## src/rtl/frame_bank_scheduler.sv

```systemverilog
// Purpose: sequences SPI frame transfers and owns the ping-pong video bank selection.
// Latency: start_req 1 cycle after IDLE sees enable; new write_bank visible 1 cycle after the swap tick.
// Backpressure: no new request while enable is low; a late frame holds in READY until the next frame_tick.
module frame_bank_scheduler #(
    parameter int CELL_COUNT = 4800,
    parameter int ADDR_W     = 20,
    parameter int CS_TIMEOUT = 4000000,
    parameter int DROP_W     = 8
) (
    input  logic              CLK_40,
    input  logic              reset_n,
    input  logic              enable,
    input  logic              frame_tick,
    input  logic              chip_select,
    input  logic              wr_strobe,
    output logic              start_req,
    output logic              write_bank,
    output logic              read_bank,
    output logic              write_en,
    output logic [ADDR_W-1:0] write_addr,
    output logic              bank_swap,
    output logic              busy,
    output logic              err_timeout,
    output logic              err_short,
    output logic [DROP_W-1:0] drop_count
);

    localparam int                TW       = (CS_TIMEOUT > 1) ? $clog2(CS_TIMEOUT) : 1;
    localparam logic [ADDR_W-1:0] CELL_LIM = ADDR_W'(CELL_COUNT);
    localparam logic [TW-1:0]     CS_LAST  = TW'(CS_TIMEOUT - 1);

    typedef enum logic [2:0] {
        S_IDLE,
        S_REQ,
        S_WAIT_CS,
        S_FILL,
        S_DRAIN,
        S_READY
    } state_t;

    state_t            state;
    state_t            state_nxt;
    logic [TW-1:0]     cs_timer;
    logic [ADDR_W-1:0] cell_cnt;
    logic [ADDR_W-1:0] cell_cnt_nxt;
    logic              accept;
    logic              set_timeout;
    logic              set_short;

    // A strobe is only taken while filling and before the frame is full; extras are dropped, never wrapped.
    assign accept       = (state == S_FILL) && wr_strobe && (cell_cnt < CELL_LIM);
    assign cell_cnt_nxt = cell_cnt + {{(ADDR_W-1){1'b0}}, accept};

    assign write_en   = accept;
    assign write_addr = cell_cnt;
    assign busy       = (state != S_IDLE);
    assign read_bank  = ~write_bank;

    // Next-state and per-cycle pulses; the strobe of the current cycle is counted before end-of-frame checks.
    always_comb begin
        state_nxt   = state;
        start_req   = 1'b0;
        bank_swap   = 1'b0;
        set_timeout = 1'b0;
        set_short   = 1'b0;
        case (state)
            S_IDLE: begin
                // chip_select low here is a stale transfer; wait for it to finish before asking again.
                if (enable && chip_select) state_nxt = S_REQ;
            end
            S_REQ: begin
                start_req = 1'b1;
                state_nxt = S_WAIT_CS;
            end
            S_WAIT_CS: begin
                // chip_select falling beats a timeout landing in the same cycle.
                if (!chip_select) begin
                    state_nxt = S_FILL;
                end else if (cs_timer == CS_LAST) begin
                    set_timeout = 1'b1;
                    state_nxt   = S_IDLE;
                end
            end
            S_FILL: begin
                // chip_select was low on entry, so seeing it high here is the rising edge.
                if (chip_select) begin
                    if (cell_cnt_nxt == CELL_LIM) begin
                        state_nxt = S_READY;
                    end else begin
                        set_short = 1'b1;
                        state_nxt = S_IDLE;
                    end
                end else if (cell_cnt_nxt == CELL_LIM) begin
                    state_nxt = S_DRAIN;
                end
            end
            S_DRAIN: begin
                if (chip_select) state_nxt = S_READY;
            end
            S_READY: begin
                if (frame_tick) begin
                    bank_swap = 1'b1;
                    state_nxt = S_IDLE;
                end
            end
            default: state_nxt = S_IDLE;
        endcase
    end

    // State register.
    always_ff @(posedge CLK_40 or negedge reset_n) begin
        if (!reset_n) state <= S_IDLE;
        else          state <= state_nxt;
    end

    // chip_select wait timer: zero outside WAIT_CS so each entry starts from 0.
    always_ff @(posedge CLK_40 or negedge reset_n) begin
        if (!reset_n)                cs_timer <= '0;
        else if (state == S_WAIT_CS) cs_timer <= cs_timer + TW'(1);
        else                         cs_timer <= '0;
    end

    // Cell counter doubles as the write address; cleared as the transfer starts.
    always_ff @(posedge CLK_40 or negedge reset_n) begin
        if (!reset_n)                                 cell_cnt <= '0;
        else if (state == S_WAIT_CS && !chip_select)  cell_cnt <= '0;
        else                                          cell_cnt <= cell_cnt_nxt;
    end

    // Bank ownership flips only on a completed frame meeting a frame tick.
    always_ff @(posedge CLK_40 or negedge reset_n) begin
        if (!reset_n)       write_bank <= 1'b0;
        else if (bank_swap) write_bank <= ~write_bank;
    end

    // Sticky error flags, cleared only by reset.
    always_ff @(posedge CLK_40 or negedge reset_n) begin
        if (!reset_n) begin
            err_timeout <= 1'b0;
            err_short   <= 1'b0;
        end else begin
            if (set_timeout) err_timeout <= 1'b1;
            if (set_short)   err_short   <= 1'b1;
        end
    end

    // Saturating count of frame ticks that could not swap because no frame was ready.
    always_ff @(posedge CLK_40 or negedge reset_n) begin
        if (!reset_n)
            drop_count <= '0;
        else if (frame_tick && (state != S_READY) && (drop_count != {DROP_W{1'b1}}))
            drop_count <= drop_count + DROP_W'(1);
    end

endmodule

```

## config.mk

```make
export PLATFORM = sky130hd
export DESIGN_NAME = frame_bank_scheduler
export DESIGN_NICKNAME = d
export VERILOG_FILES = /design/src/rtl/frame_bank_scheduler.sv
export SDC_FILE = /design/constraint.sdc
export NUM_CORES = 1
export LEC_CHECK = 0
export CORE_MARGIN = 2
export CORE_UTILIZATION = 40
export CTS_BUF_LIST = sky130_fd_sc_hd__clkbuf_8
export CTS_CLUSTER_SIZE = 40
export DETAILED_ROUTE_END_ITERATION = 12
export PLACE_DENSITY = 0.6
export REMOVE_ABC_BUFFERS = 1
export SYNTH_ARGS = -nofsm -noshare
export SYNTH_HDL_FRONTEND = slang
export SYNTH_SLANG_ARGS = --single-unit
```

## constraint.sdc

```tcl
create_clock -name CLK_40 -period 3.6 [get_ports CLK_40]
set_clock_uncertainty 0.05 [all_clocks]
set_input_delay 0.72 -clock CLK_40 [delete_from_list [all_inputs] [get_ports CLK_40]]
set_output_delay 0.72 -clock CLK_40 [all_outputs]
set_load 0.005 [all_outputs]
```

# Word level (Yosys, flattened, before mapping)
# Cells that the tools add are included.
[classes] addsub=3 bitwise_logic=1 order_cmp=1 n_eq_ne=14 n_reduce_logical=10 n_mux=20
[ops] op="3-bit two-way mux" n=8
[ops] op="22-bit by 1-bit adder with 22-bit output (second input constant)" n=1
[ops] op="22-bit equality test (second input constant)" n=1
[ops] op="22-bit two-way mux" n=1
[ops] op="20-bit by 1-bit adder with 20-bit output" n=1
[ops] op="20-bit by 13-bit equality test with 1-bit output (second input constant)" n=1
[ops] op="20-bit by 13-bit less-than comparator with 1-bit output (second input constant)" n=1
[ops] op="20-bit two-way mux" n=1
[ops] op="3-bit case mux with 6 select lines" n=1
[ops] op="1-bit two-way mux" n=9
[ops] op="8-bit by 1-bit adder with 8-bit output (second input constant)" n=1
[ops] op="8-bit inequality test (second input constant)" n=1
[ops] op="3-bit by 2-bit equality test with 1-bit output (second input constant)" n=2
[ops] op="3-bit equality test (second input constant)" n=2
[ops] op="1-bit logical AND" n=6
[ops] op="2-bit inequality test (second input constant)" n=3
[ops] op="3-bit inequality test (second input constant)" n=2
[ops] op="5-bit AND reduction" n=1
[ops] op="3-bit by 1-bit equality test with 1-bit output (second input constant)" n=1
[ops] op="3-bit zero test" n=1
[ops] op="3-bit by 2-bit inequality test with 1-bit output (second input constant)" n=1
[ops] op="3-bit nonzero test" n=1
[ops] op="1-bit zero test" n=1
[ops] op="1-bit inverter" n=1
[totals] output_inout_bits=36 wordCells=56 regBits=56

# Longest topological paths before layout
# Gate-level depths: netlist of the first run.
[logic_depth] ltp_word=8 depth_mapped=13

# Least setup slack after synthesis of the first run
# OpenSTA, ideal clock, no wires.
[synth_timing] kind="in2reg" from="input wr_strobe" to="register err_short" required_ns=3.429 arrival_time_ns=3.081 stages=11 n_path_buf=0 slack_ns=0.348 cell_sequence="nor4b_1 > nand4_1 > a21oi_1 > ha_1 > ha_1 > nand3_1 > nor4_1 > xnor2_1 > and4bb_2 > nand4_2 > a41o_1"
[synth_between] elab_chain_len=7
[synth_lines] element="start: declaration" line="15" text="input logic wr_strobe,"
[synth_lines] element="1-bit logical AND (2 in series)" line="51" text="assign accept = (state == S_FILL) && wr_strobe && (cell_cnt < CELL_LIM);"
[synth_lines] element="via write_en" line="19" text="output logic write_en,"
[synth_lines] element="20-bit by 1-bit adder with 20-bit output" line="52" text="assign cell_cnt_nxt = cell_cnt + {{(ADDR_W-1){1'b0}}, accept};"
[synth_lines] element="20-bit by 13-bit equality test with 1-bit output" line="87" text="if (cell_cnt_nxt == CELL_LIM) begin"
[synth_lines] element="1-bit two-way mux" line="87"
[synth_lines] element="1-bit two-way mux" line="86" text="if (chip_select) begin"
[synth_lines] element="1-bit two-way mux" line="66" text="case (state)"
[synth_lines] element="end signal: assignment" line="140" text="err_short <= 1'b0;"
[synth_lines] element="end signal: assignment" line="143" text="if (set_short) err_short <= 1'b1;"
[synth_lines] element="end: declaration" line="24" text="output logic err_short,"
# The timed path passes the listed nets, and every way through them passes these cells.
# A chain may end at the register's enable or synchronous reset.

# Worst setup path after layout of the first run
[layout_timing] from="input wr_strobe" to="register err_short"
[layout_between] elab_chain_len=7
[layout_lines] element="1-bit logical AND (2 in series)" line="51"
[layout_lines] element="20-bit by 1-bit adder with 20-bit output" line="52"
[layout_lines] element="20-bit by 13-bit equality test with 1-bit output" line="87"
[layout_lines] element="1-bit two-way mux" line="87"
[layout_lines] element="1-bit two-way mux" line="86"
[layout_lines] element="1-bit two-way mux" line="66"
# No other way between the ends.

==> implementation parameters, run 1 <==
Parameter                              Value

Clocking
  Root buffer cell ... sky130_fd_sc_hd__clkbuf_8
  Number of buffers on the longest clock path ... 2
  TritonCTS clock tree ... done
  Resized Gates After CTS ... 0
  Number of buffers added for setup after CTS ... 0
  Worst-skew pair later-pin latency ... 0.32 ns
  Number of clock sinks seen by CTS ... 56
  Number of buffers inserted by hold repair at cts ... 0
  CTS clk-pin slew, worst paths ... 0.11 ns
  H-tree depth ... 2
  Total clock buffers created by CTS ... 5

Power
  Worst-case vdd ir drop ... 266 uV
  Power share of the sequential group ... 0.508
  Clock share of power ... 0.238
  Switching Fraction ... 0.328
  Net switching power of the design ... 504 uW
  Fraction of power consumed by combinational cells ... 0.254
  Internal power component ... 1.03 mW
  Leakage ... 1.58 nW
  Areal power density over the cells ... 410 nW/um^2

Timing
  Final Slew Violations ... 0
  Relative slew margins ... 0.425
  Hold Violations, Final ... 0
  Tightest Pin Transition ... 0.863 ns
  Final critical path time including I/O delays and setup ... 3.44 ns
  Setup repair after global routing missed its margin ... false
  Maximum operating frequency ... 291 MHz
  Finish-stage setup viols ... 0
  Final period util ... 0.954

Setup path
  Library cell contributing the largest single delay on the critical path ... sky130_fd_sc_hd__clkdlybuf4s50_1
  Critical path data required time ... 3.76 ns
  Worst Setup Path Type ... in2reg
  Cell seen most often among critical-path stages ... sky130_fd_sc_hd__ha_1
  Maximum fanout encountered on the critical timing path ... 7
  Number of cell instances on the worst register-to-register path ... 11
  Critical Path Sink Type ... flip-flop
  Element type at the critical path start ... primary input
  Crit path cell chain ... clkdlybuf4s50_1 -> nor4b_1 -> nand4_1 -> a21oi_2 -> ha_1 -> ha_1 -> nand3_4 -> nor4_2 -> xnor2_1 -> and4bb_2 -> nand4_2 -> a41o_1
  Data arrival at the endpoint of the critical path ... 3.60 ns
  Critical Path Max Stage Delay ... 0.46 ns

Route
  Overall routed net length ... 6700 microns
  Pre-Repair DR Iteration Count ... 4
  Via count ... 2407
  Routed len/inst ... 14.3 microns
  DRC violations left ... 0
  Antenna viol nets, final ... 0
  First-iteration detailed-routing DRC count ... 88
  Ratio of routed vias to standard cells ... 5.12

Place
  HPWL Detailed ... 4630 microns
  Last weighted congestion value of the routability-driven placer ... 0.849
  Standard cell area after detailed placement ... 3580 sq um
  Count of buffers from port buffering ... 41

Global route
  Largest net degree at the start of global routing ... 40
  All-layer global routing usage ... 0.168
  Overflow left after global routing ... 0
  Vias in the first global route ... 2365
  First-pass GRT wire length ... 11400 microns
  Initial antenna violation count ... 0

Synthesis
  Leading post-synthesis cells by cell area ... sky130_fd_sc_hd__dfrtp_1, sky130_fd_sc_hd__xor2_1, sky130_fd_sc_hd__nor2_1
  Proportion of synthesized chip area in sequential cells ... 0.471
  Portion of synthesized cell area occupied by the leading cell type ... 0.471
  Cell accounting for the most synthesized area ... sky130_fd_sc_hd__dfrtp_1
  Number of enable flip-flop cells after synthesis ... 0
  Yosys reg bits ... 56
  Warnings, synthesis ... 0
  Async set-reset flop share out of synthesis ... 1.00
  Post-Syn Area per Cell ... 9.36 sq um
  Synth Cell Area ... 2980 sq um
  Count of unique library cells instantiated by Yosys ... 45
  Primary flip-flop cell chosen by synthesis mapping ... sky130_fd_sc_hd__dfrtp_1
  Number of instances in the synthesized netlist ... 318

Cells and area
  Commonest non-fill, non-tap cell in the layout ... sky130_fd_sc_hd__dfrtp_1
  Number of diodes added for antenna fixing ... 0
  Total non-filler cell area in the finished layout ... 3750 sq um
  Footprint of the multi-input gates ... 1560 sq um
  Commonest cells after routing, fill and taps aside ... sky130_fd_sc_hd__dfrtp_1, sky130_fd_sc_hd__nor2_1, sky130_fd_sc_hd__clkdlybuf4s50_1
  Count of nets after finishing ... 380
  Area growth syn-to-layout ... 26.0%
  Storage element area ... 1400 sq um
  Fill cell instance count of the final layout ... 689
  Fraction of layout instances using a drive strength above 1 ... 0.113
  Final standard cell utilization of the core ... 0.520

Job
  Max cap viols ... 0

Die
  Area of the core region ... 7210 sq um
  Effective utilization at floorplan ... 0.413
  Number of ports placed on the die boundary ... 42
  Width of the die ... 90.3 microns
  Die Outline Area ... 8150 sq um
  # rows ... 31
  Die height ... 90.3 microns

Min path
  Path type of the worst min-delay path ... in2async

Outcome
  Outcome ... complete, no violations
==> per-layer routing <==
layer,track usage,up-vias,routed length (microns)
met5,0,-,0
met4,0.0449,0,49
met3,0.0359,5,298
met2,0.260,45,3070
met1,0.241,1161,3280
li1,-,1196,-
==> critical path, delay by kind of cell <==
kind	cells	cell delay, ns
compound gates	2	0.45
fa+ha+maj	2	0.43
buf+inv	1	0.46
xor+xnor	1	0.18
simple gates	6	1.35
==> synthesized netlist by cell type (5+ instances only) <==
library cell	count
sky130_fd_sc_hd__a21oi_1	5
sky130_fd_sc_hd__and3_1	6
sky130_fd_sc_hd__clkbuf_1	8
sky130_fd_sc_hd__dfrtp_1	56
sky130_fd_sc_hd__inv_1	8
sky130_fd_sc_hd__nand2_1	25
sky130_fd_sc_hd__nand3_1	24
sky130_fd_sc_hd__nand4_1	11
sky130_fd_sc_hd__nor2_1	53
sky130_fd_sc_hd__nor2b_1	6
sky130_fd_sc_hd__nor3_1	6
sky130_fd_sc_hd__nor4_1	9
sky130_fd_sc_hd__xnor2_1	22
sky130_fd_sc_hd__xor2_1	23
==> power by group through the flow <==
stage	combinational [mW]	sequential [mW]	clock, mW
after detailed placement	0.393	0.789	0
after global placement	0.391	0.788	0
after global routing	0.440	0.789	0.399
after floorplan	0.186	0.782	0
after CTS	0.395	0.778	0.378
final	0.390	0.780	0.366
==> path summary, 6_finish.rpt <==
| path | from | end | slack, ns |
|---|---|---|---|
| setup / recovery | wr_strobe | err_short | 0.16 |
| hold / removal | reset_n | write_addr[10] | 0.29 |
| hold reg to reg | err_timeout | err_timeout | 0.43 |
| setup reg to reg | state[2] | err_short | 0.40 |
| max in group asynchronous | reset_n | err_timeout | 2.36 |
| min in group CLK_40 | err_timeout | err_timeout | 0.43 |
==> area by class of cell <==
cell class	instances	share of cell area
clock inverter	3	0.00601
tap	99	0.0330
inverter	8	0.00801
timing repair buffer	60	0.146
clock buffer	5	0.0184
sequential	56	0.374
multi-input combinational	239	0.415
==> per-stage QoR <==
step / setup TNS [ns] / power [mW] / hold slack, ns / cells / setup WS, ns
final: 0 / 1.54 / 0.286 / 470 / 0.164
after global routing: 0 / 1.63 / 0.312 / 470 / 0.0160
after CTS: 0 / 1.55 / 0.296 / 470 / 0.0121
after detailed placement: -0.815 / 1.18 / 0.414 / 462 / -0.288
after global placement: -0.355 / 1.18 / 0.416 / 462 / -0.175
after floorplan: 0 / 0.968 / 0.374 / 303 / 0.348
==> cell families after synthesis <==
family,share of synthesized area
AO/OA/AOI/OAI,0.0635
XOR/XNOR,0.132
adder cells (fa/ha/maj),0.0168
buffers and inverters,0.0336
flip-flops,0.471
multiplexers,0.0118
AND/OR/NAND/NOR,0.271
==> state kept, by name, indices dropped and copies added (netlist names) <==
name / cells
drop_count: 8
cs_timer: 22
err_timeout: 1
err_short: 1
write_addr: 20
state: 3
write_bank: 1
(Power assumes the default switching activity.)
==> run 2, diff against run 1 <==
SLEW_MARGIN = 5   (was default)
==> results of run 2 <==
No change in the layout: final DEF, timing and power equal those of run 1.
